--- src/rtl/oscillator_period_meter_pkg.sv ---
// Shared constants for the oscillator period meter: sample/period/peak widths,
// crossing-FSM state encodings and the clamped magnitude helper.
package oscillator_period_meter_pkg;

   localparam int unsigned SAMPLE_W = 12;
   localparam int unsigned PERIOD_W = 14;
   localparam int unsigned PEAK_W   = 11;

   typedef enum logic [1:0] {
      ACQ_NEG = 2'd0,
      ACQ_POS = 2'd1,
      RUN_NEG = 2'd2,
      RUN_POS = 2'd3
   } state_e;

   // |s| limited to PEAK_W bits; the most negative sample has no positive twin
   function automatic logic [PEAK_W-1:0] abs_clamp(input logic signed [SAMPLE_W-1:0] s);
      logic [SAMPLE_W-1:0] mag;
      mag = s[SAMPLE_W-1] ? SAMPLE_W'(-s) : SAMPLE_W'(s);
      return mag[SAMPLE_W-1] ? {PEAK_W{1'b1}} : mag[PEAK_W-1:0];
   endfunction

endpackage

--- src/rtl/pulse_synchronizer.sv ---
// Brings an asynchronous level into the local clock domain and emits a
// one-cycle pulse for each synchronized rising edge.
module pulse_synchronizer #(
   parameter int unsigned STAGES = 2
) (
   input  logic clk,
   input  logic rst,
   input  logic async_in,
   output logic pulse_c
);

   logic [STAGES-1:0] sync_q, sync_d;
   logic              prev_q, prev_d;

   always_comb begin
      sync_d = {sync_q[STAGES-2:0], async_in};
      prev_d = sync_q[STAGES-1];
   end

   always_ff @(posedge clk or posedge rst) begin
      if (rst) begin
         sync_q <= '0;
         prev_q <= 1'b0;
      end else begin
         sync_q <= sync_d;
         prev_q <= prev_d;
      end
   end

   assign pulse_c = sync_q[STAGES-1] & ~prev_q;

endmodule

--- src/rtl/oscillator_period_meter.sv ---
// Measures the period (in samples) and peak magnitude of a slow oscillator
// by tracking hysteretic positive-going crossings of its sampled waveform.
module oscillator_period_meter
   import oscillator_period_meter_pkg::SAMPLE_W;
   import oscillator_period_meter_pkg::PEAK_W;
   import oscillator_period_meter_pkg::state_e;
   import oscillator_period_meter_pkg::ACQ_NEG;
   import oscillator_period_meter_pkg::ACQ_POS;
   import oscillator_period_meter_pkg::RUN_NEG;
   import oscillator_period_meter_pkg::RUN_POS;
   import oscillator_period_meter_pkg::abs_clamp;
#(
   parameter logic signed [11:0] HYST     = 12'sd64,
   parameter int unsigned        PERIOD_W = 14
) (
   input  logic                qzt_clk,
   input  logic                reset,
   input  logic                clk_in,
   input  logic [SAMPLE_W-1:0] wave,
   input  logic                restart,
   input  logic                hold,
   output logic [PERIOD_W-1:0] period,
   output logic [PEAK_W-1:0]   peak,
   output logic                valid,
   output logic                overflow
);

   localparam logic signed [SAMPLE_W-1:0] POS_HYST = HYST;
   localparam logic signed [SAMPLE_W-1:0] NEG_HYST = -HYST;
   localparam logic [PERIOD_W-1:0]        CNT_MAX  = {PERIOD_W{1'b1}};

   logic                       tick_c;
   logic                       tick_q, tick_d;
   logic signed [SAMPLE_W-1:0] sample_q, sample_d;
   state_e                     state_q, state_d;
   logic [PERIOD_W-1:0]        cnt_q, cnt_d;
   logic [PEAK_W-1:0]          pk_q, pk_d;
   logic [PERIOD_W-1:0]        period_q, period_d;
   logic [PEAK_W-1:0]          peak_q, peak_d;
   logic                       valid_q, valid_d;
   logic                       ovf_q, ovf_d;

   logic                       is_pos_c, is_neg_c;
   logic [PEAK_W-1:0]          mag_c, pk_upd_c;
   logic [PERIOD_W-1:0]        cnt_inc_c;

   pulse_synchronizer #(
      .STAGES(2)
   ) u_clk_in_sync (
      .clk      (qzt_clk),
      .rst      (reset),
      .async_in (clk_in),
      .pulse_c  (tick_c)
   );

   // Capture the sample on the tick; decisions run one cycle later on the stored copy
   always_comb begin
      sample_d = sample_q;
      if (tick_c) sample_d = wave;
      tick_d = tick_c & ~restart;
   end

   always_comb begin
      is_pos_c  = (sample_q >= POS_HYST);
      is_neg_c  = (sample_q <= NEG_HYST);
      mag_c     = abs_clamp(sample_q);
      pk_upd_c  = (mag_c > pk_q) ? mag_c : pk_q;
      cnt_inc_c = (cnt_q == CNT_MAX) ? CNT_MAX : cnt_q + PERIOD_W'(1);
   end

   always_ff @(posedge qzt_clk or posedge reset) begin
      if (reset) begin
         state_q <= ACQ_NEG;
      end else begin
         state_q <= state_d;
      end
   end

   always_comb begin
      state_d = state_q;
      if (restart) begin
         state_d = ACQ_NEG;
      end else if (tick_q) begin
         case (state_q)
            ACQ_NEG: if (is_neg_c) state_d = ACQ_POS;
            ACQ_POS: if (is_pos_c) state_d = RUN_NEG;
            RUN_NEG: if (is_neg_c) state_d = RUN_POS;
            RUN_POS: if (is_pos_c) state_d = RUN_NEG;
            default: state_d = ACQ_NEG;
         endcase
      end
   end

   // Counting, peak tracking and publishing; the closing crossing belongs to the period it ends
   always_comb begin
      cnt_d    = cnt_q;
      pk_d     = pk_q;
      period_d = period_q;
      peak_d   = peak_q;
      valid_d  = 1'b0;
      ovf_d    = ovf_q;
      if (restart) begin
         cnt_d = '0;
         pk_d  = '0;
         ovf_d = 1'b0;
      end else if (tick_q) begin
         case (state_q)
            ACQ_POS: begin
               if (is_pos_c) begin
                  cnt_d = '0;
                  pk_d  = '0;
               end
            end
            RUN_NEG, RUN_POS: begin
               cnt_d = cnt_inc_c;
               pk_d  = pk_upd_c;
               if (cnt_inc_c == CNT_MAX) ovf_d = 1'b1;
               if (state_q == RUN_POS && is_pos_c) begin
                  cnt_d = '0;
                  pk_d  = '0;
                  if (!hold) begin
                     period_d = cnt_inc_c;
                     peak_d   = pk_upd_c;
                     valid_d  = 1'b1;
                  end
               end
            end
            default: begin
               cnt_d = cnt_q;
            end
         endcase
      end
   end

   always_ff @(posedge qzt_clk or posedge reset) begin
      if (reset) begin
         tick_q   <= 1'b0;
         sample_q <= '0;
         cnt_q    <= '0;
         pk_q     <= '0;
         period_q <= '0;
         peak_q   <= '0;
         valid_q  <= 1'b0;
         ovf_q    <= 1'b0;
      end else begin
         tick_q   <= tick_d;
         sample_q <= sample_d;
         cnt_q    <= cnt_d;
         pk_q     <= pk_d;
         period_q <= period_d;
         peak_q   <= peak_d;
         valid_q  <= valid_d;
         ovf_q    <= ovf_d;
      end
   end

   assign period   = period_q;
   assign peak     = peak_q;
   assign valid    = valid_q;
   assign overflow = ovf_q;

endmodule

--- config.mk ---
export PLATFORM = sky130hd
export DESIGN_NAME = oscillator_period_meter
export DESIGN_NICKNAME = d
export VERILOG_FILES = /design/src/rtl/oscillator_period_meter_pkg.sv /design/src/rtl/pulse_synchronizer.sv /design/src/rtl/oscillator_period_meter.sv
export SDC_FILE = /design/constraint.sdc
export NUM_CORES = 1
export LEC_CHECK = 0
export BUFFER_PORTS_ARGS = -buffer_cell sky130_fd_sc_hd__buf_2
export CAP_MARGIN = 20
export CORE_MARGIN = 8
export CORE_UTILIZATION = 40
export CTS_CLUSTER_DIAMETER = 100
export CTS_CLUSTER_SIZE = 24
export DETAILED_ROUTE_END_ITERATION = 8
export SYNTH_ARGS = -nofsm -noshare
export SYNTH_HDL_FRONTEND = slang
export SYNTH_SLANG_ARGS = --single-unit
--- constraint.sdc ---
create_clock -name qzt_clk -period 3.36 [get_ports qzt_clk]
set_input_delay 0.672 -clock qzt_clk [delete_from_list [all_inputs] [get_ports qzt_clk]]
set_output_delay 0.672 -clock qzt_clk [all_outputs]
set_load 0.03 [all_outputs]
==> flow_summary_export.csv, run 1 <==
group,metric,value,unit
outcome,status,"completed",
synthesis,syn-cell-area,3870,um^2
global_route,use_met2,22.0,%
synthesis,ys_types,57,
cts,clkSlewWorstSetupHoldPaths,70,ps
synthesis,synth_fp_nets,450,
sta,relSlewSlack,59.1,%
sta,hold_viol,0,
cells_and_area,n_fill_cell,927,
placement,postPlaceCellArea,4290,um^2
worst_setup_path,worstPathRequired,3560,ps
cells_and_area,antennaDiodeCount,0,
synthesis,yosys_warnings,0,
detailed_routing,route.detailed.drc,0,
die,fp-row-count,36,
synthesis,synth-edff-count,0,
detailed_routing,drtPass1Iterations,4,
synthesis,synth-seq-cells,70,
die,die_y,114,um
global_route,antenna_found_initial,0,
global_route,grt_first_pass_wirelength,16100,um
die,ios,44,
power_and_ir_drop,p_comb_share,21.5,%
cts,cts_buffers,9,
global_route,grt_usage,15.4,%
worst_setup_path,worst_ep_arrival_time,3410,ps
cts,clkLatencyLatePin,340,ps
cells_and_area,final_cells,608,
cts,cts_tree,"built",
die,start_util,40.3,%
power_and_ir_drop,p_sw,587,uW
synthesis,synth_top_flop_cell,"dfrtp_1",
cells_and_area,final_nets,500,
sta,slew_violations,0,
detailed_routing,vias,3312,
global_route,grt.overflow.total,0,
worst_hold_path,holdPathStages,0,
power_and_ir_drop,swShare,30.1,%
global_route,grtUsageMet1,22.4,%
detailed_routing,drt_wl_total,9620,um
power_and_ir_drop,leakagePower,0.00198,uW
placement,io_buffers,43,
cts,h-tree-depth,3,
cells_and_area,drive_above_1_share,24.2,%
power_and_ir_drop,p_per_area,426,nW/um^2
synthesis,syn_inst,420,
worst_setup_path,reg2reg_depth,13,
worst_setup_path,critPathLaunchType,"flop",
sta,finalSetupViolCount,0,
worst_setup_path,cp_max_fo,5,
run,maxCapViolCount,0,
power_and_ir_drop,vdd_ir_drop_max,0.207,mV
sta,period_share,95.4,%
sta,hold_ws,358,ps
sta,max_slew.worst_pin.slew,613,ps
cts,cts-root-buf,"clkbuf_8",
power_and_ir_drop,power,1950,uW
worst_setup_path,setup.worst_path.class,"flop to flop",
power_and_ir_drop,intPower,1360,uW
cts,clk_path_buf_depth,2,
synthesis,synth-async-reset-ratio,100,%
die,dieArea,13100,um^2
placement,place.gp.congestion,0.839,
worst_setup_path,worst_setup_path_end_kind,"flop",
global_route,grt_pass1_vias,3171,
worst_hold_path,hold_path.class,"flop to flop",
sta,skew,8.80,ps
sta,timing.final.crit_period,3210,ps
placement,dp_hpwl,7260,um
detailed_routing,avgRoutedWirePerCell,15.8,um
synthesis,avgSynthCellArea,9.21,um^2
cts,clock_sinks,70,
cells_and_area,final_cell_area,4590,um^2
cells_and_area,area_growth_syn_to_layout,18.6,%
cts,holdBufCountCts,0,
synthesis,ys_seq_area_share,45.3,%
sta,clock.fmax,312,MHz
die,core_area,9590,um^2
die,die_width,114,um
global_route,grt_max_degree,32,
power_and_ir_drop,pwr-share-seq,45.9,%
detailed_routing,drt_iter0_drc,218,
global_route,gr-max-usage-layer,"met1",
placement,dpl.cell_count,589,
detailed_routing,via_per_inst,5.45,
global_route,globalRouteMet3Util,3.27,%
power_and_ir_drop,p_clk_share,32.6,%
detailed_routing,drtAntennaViolNets,0,
-- what timing repair did --
item	4_1_cts	5_1_grt
resized for setup	0	18
endpoints found under the setup margin	3	22
setup buffers	1	1
pin swaps	1	4
gates cloned	0	0
-- placed cells by master (no fill, tap or decap), types with 2 or more instances in the layout --
master / instances
clkinv_2: 2
o22a_1: 2
nor2_1: 32
ha_1: 12
o311ai_1: 5
xor2_1: 3
and2_4: 2
nand2_1: 53
a21oi_2: 2
o31ai_1: 6
xnor2_1: 9
nor2_2: 2
a221o_1: 4
a21o_1: 2
a21oi_1: 27
and4_1: 4
o21ai_0: 20
and3_1: 5
inv_1: 19
nor3_1: 2
o21a_1: 2
clkbuf_8: 12
or2_2: 3
nand4_1: 14
a211oi_1: 5
mux2_2: 9
dfrtp_1: 70
nor4_1: 2
o211ai_1: 8
buf_4: 24
nor3_2: 2
o221ai_1: 2
or3_1: 2
or4_1: 2
nand3_1: 12
a31oi_1: 14
o311ai_0: 7
buf_2: 43
and2_1: 4
-- cell usage after synthesis, types with 6 or more instances --
cell,n,area share [%]
xnor2_1,9,2.0
nand3_1,13,1.7
a21oi_1,28,3.6
nand2_1,54,5.2
ha_1,13,4.2
o21ai_0,21,2.7
nand4_1,14,2.3
buf_2,9,1.2
clkbuf_1,16,1.6
o211ai_1,8,1.6
o31ai_1,6,1.2
o311ai_0,11,2.5
nor2_1,33,3.2
dfrtp_1,70,45
a31oi_1,14,2.3
inv_1,20,1.9
mux2_2,9,2.6
-- state kept, by name, indices dropped and copies added, names as in the netlist --
register and cells:
cnt_q 14, overflow 1, peak 11, period 14
pk_q 11, sample_q 12, state_q 2, tick_q 1
u_clk_in_sync.prev_q 1, u_clk_in_sync.sync_q 2, valid 1
-- critical path: stages, from the launching register on --
cell      delay (ps)
dfrtp_1          380
or4_4            560
o41a_1           390
o21ai_2          140
inv_1             80
ha_1             290
nand3_1           90
nor3_2           200
nand2_1          140
o311a_4          180
buf_4            140
buf_4            140
o211ai_1         180
o221ai_1         140
-- per-stage QoR --
step,setup TNS (ps),util [%],setup slack (ps)
floorplan,0,-,94.0
global placement,0,44.7,73.1
detailed placement,-16.4,44.7,-16.4
CTS,0,46.7,24.8
global route,-9.47,47.8,-9.47
finish,0,47.8,153
-- area by class of cell --
cell class              instances  area (um^2)  area share, %
well taps                     133          166           3.63
repair buffers                 67          395           8.62
clock buffers                  13          169           3.68
clock inverters                 3         17.5          0.382
flip-flops and latches         70         1750           38.2
inverters                      21         78.8           1.72
multi-input cells             301         2010           43.8
-- routing by layer --
metal,vias to the layer above,part of all wire [%]
li1,1641,-
met1,1547,50
met2,110,42
met3,14,6.9
met4,0,1.5
met5,-,0
-- path summary, 6_finish.rpt --
path,start,endpoint,slack [ps]
hold / removal,u_clk_in_sync.sync_q[0],u_clk_in_sync.sync_q[1],360
setup / recovery,sample_q[2],pk_q[0],150
setup reg to reg,sample_q[2],pk_q[0],150
hold reg to reg,u_clk_in_sync.sync_q[0],u_clk_in_sync.sync_q[1],360
max in group asynchronous,reset,cnt_q[4],2200
min in group asynchronous,reset,peak[4],400
-- power by group through the flow --
stage                     clock [uW]  combinational, uW  sequential, uW
after detailed placement           0                356             910
after global placement             0                343             910
after CTS                        649                362             894
after floorplan                    0                246             906
final                            636                419             896
after global routing             686                461             900
-- cells by family after synthesis --
group / after synthesis / share of synthesized area (%)
xor gates and xnor gates: 12 / 2.72
DFF: 70 / 45.3
buffers and inverters: 49 / 5.18
muxes: 10 / 2.88
AOI/OAI and AO/OA: 115 / 20.2
adders and majority gates: 13 / 4.21
and+or+nand+nor: 151 / 19.6
No activity file was read; power rests on OpenSTA's default activity.
==> inputs of run 2 (changes only) <==
CORE_ASPECT_RATIO = 2   (was not set)
==> run 2 against run 1 <==
- core utilization is 0.96 points higher
- cell area is 1.8% higher
- final cell count is 3.0% lower
- power is 12% higher
- critical path depth stayed put
- largest cell class unchanged
- count of clock-buffer cells in the layout is 3 lower
- register-to-register slack worse by 20 ps
- die area is 1.5% higher
==> flow_summary_export.csv, run 2 (synthesized netlist as in run 1, its figures left out) <==
group,metric,value,unit
cts,holdBufCountCts,0,
placement,postPlaceCellArea,4320,um^2
cells_and_area,n_fill_cell,945,
sta,period_share,96.0,%
die,die_y,155,um
sta,rsz0062_at_grt,"false",
cts,h-tree-depth,3,
detailed_routing,drtPass1Iterations,4,
cells_and_area,final_common_cell,"dfrtp_1",
die,die_width,85.5,um
detailed_routing,drtAntennaViolNets,0,
cells_and_area,final_cells,590,
sta,hold_viol,0,
cells_and_area,final_cell_area,4670,um^2
worst_setup_path,worst_ep_arrival_time,3420,ps
power_and_ir_drop,leakagePower,0.00207,uW
global_route,antenna_found_initial,0,
placement,dp_hpwl,6880,um
global_route,grt.overflow.total,0,
detailed_routing,drt_wl_total,9220,um
cells_and_area,area_growth_syn_to_layout,20.7,%
worst_setup_path,cp_max_fo,7,
global_route,grt_usage,14.9,%
global_route,grt_first_pass_wirelength,16000,um
worst_setup_path,setup.worst_path.class,"flop to flop",
placement,place.gp.congestion,0.883,
worst_setup_path,worst_setup_path_end_kind,"flop",
sta,relSlewSlack,51.7,%
sta,skew,5.74,ps
cells_and_area,drive_above_1_share,25.2,%
sta,timing.final.crit_period,3230,ps
cts,clk_path_buf_depth,2,
sta,finalSetupViolCount,0,
cells_and_area,final_nets,509,
cts,clock_sinks,70,
global_route,grt_pass1_vias,3219,
power_and_ir_drop,vdd_ir_drop_max,0.361,mV
die,ios,44,
sta,slew_violations,0,
placement,io_buffers,43,
sta,max_slew.worst_pin.slew,725,ps
detailed_routing,vias,3251,
cts,clkSlewWorstSetupHoldPaths,60,ps
detailed_routing,route.detailed.drc,0,
die,fp-row-count,51,
worst_setup_path,critPathLaunchType,"flop",
cts,cts_buffers,9,
detailed_routing,avgRoutedWirePerCell,15.6,um
cts,cts_tree,"built",
die,start_util,40.4,%
die,core_area,9570,um^2
sta,clock.fmax,310,MHz
global_route,grt_max_degree,35,
die,dieArea,13300,um^2
cts,cts-root-buf,"clkbuf_16",
worst_setup_path,worstPathRequired,3560,ps
cells_and_area,final_cell_mix,"70 x dfrtp_1, 52 x nand2_1, 43 x buf_2",
cells_and_area,fin_util,48.8,%
worst_hold_path,hold_path.class,"input port to async pin",
run,maxCapViolCount,0,
placement,dpl.cell_count,571,
power_and_ir_drop,p_per_area,467,nW/um^2
detailed_routing,via_per_inst,5.51,
detailed_routing,drt_iter0_drc,212,
cts,clkLatencyLatePin,330,ps
outcome,status,"completed",
cells_and_area,antennaDiodeCount,0,
[run 2: changes by cell type in the layout (fill, tap and decap cells not counted), sizes merged]
| cell | delta |
|---|---|
| buf | +9 |
| clkinv | +2 |
| clkbuf | -3 |
| clkinvlp | +1 |
[run 2: layout make-up]
type                       count  area, um^2  share of cell area (%)
inverter                      21        78.8                    1.69
timing repair buffer          76         463                    9.92
sequential                    70        1750                    37.5
clock inverter                 6        38.8                   0.831
clock buffer                  10         229                    4.91
tap                          106         133                    2.84
multi-input combinational    301        1970                    42.3
[run 2: timing repair]
| action | CTS | global route |
|---|---|---|
| gates resized for setup | 3 | 17 |
| pin swaps | 1 | 3 |
| hold endpoints to repair | 0 | 0 |
| setup endpoints to repair | 21 | 22 |
| setup buffers | 0 | 3 |
[run 2: critical path: stages, from the launching register on]
cell      delay, ps
dfrtp_1         380
or4_4           580
o41a_1          400
o21ai_2         150
inv_1            80
ha_1            300
nand3_1         120
nor3_4          180
nand2_2         100
o311a_1         190
buf_4           160
buf_4           150
o211ai_1        180
o221ai_1        140
[run 2: stage by stage]
step                      setup slack (ps)  power (uW)  hold slack (ps)  setup TNS, ps
after CTS                             5.36        2170              348              0
after global placement                -137        1290              342          -1150
after global routing                  11.2        2290              370              0
final                                  133        2180              339              0
after detailed placement              -199        1290              336          -2000
after floorplan                       94.0        1150              331              0
[run 2: worst paths after layout]
path                            slack (ps)                      end                    start  cells past startpoint
worst min register to register         360  u_clk_in_sync.sync_q[1]  u_clk_in_sync.sync_q[0]                      0
worst min-delay path                   340                period[8]                    reset                      2
worst max-delay path                   130                  pk_q[0]              sample_q[2]                     13
min in group qzt_clk                   360  u_clk_in_sync.sync_q[1]  u_clk_in_sync.sync_q[0]                      0
worst max register to register         130                  pk_q[0]              sample_q[2]                     13
max in group asynchronous             2310                 cnt_q[5]                    reset                      3
[run 2: per-layer routing]
layer / GRT usage [%] / share of wire (%)
met2: 22.2 / 46
met1: 19.9 / 48
met3: 3.38 / 4.7
met5: 0 / 0
met4: 6.65 / 1.3
[run 2: where the power goes]
group / internal, uW / switching, uW / leakage, uW / total (uW)
registers: 868 / 25.6 / 0.000945 / 893
clock network: 496 / 352 / 0.000128 / 848
logic: 188 / 249 / 0.000993 / 437
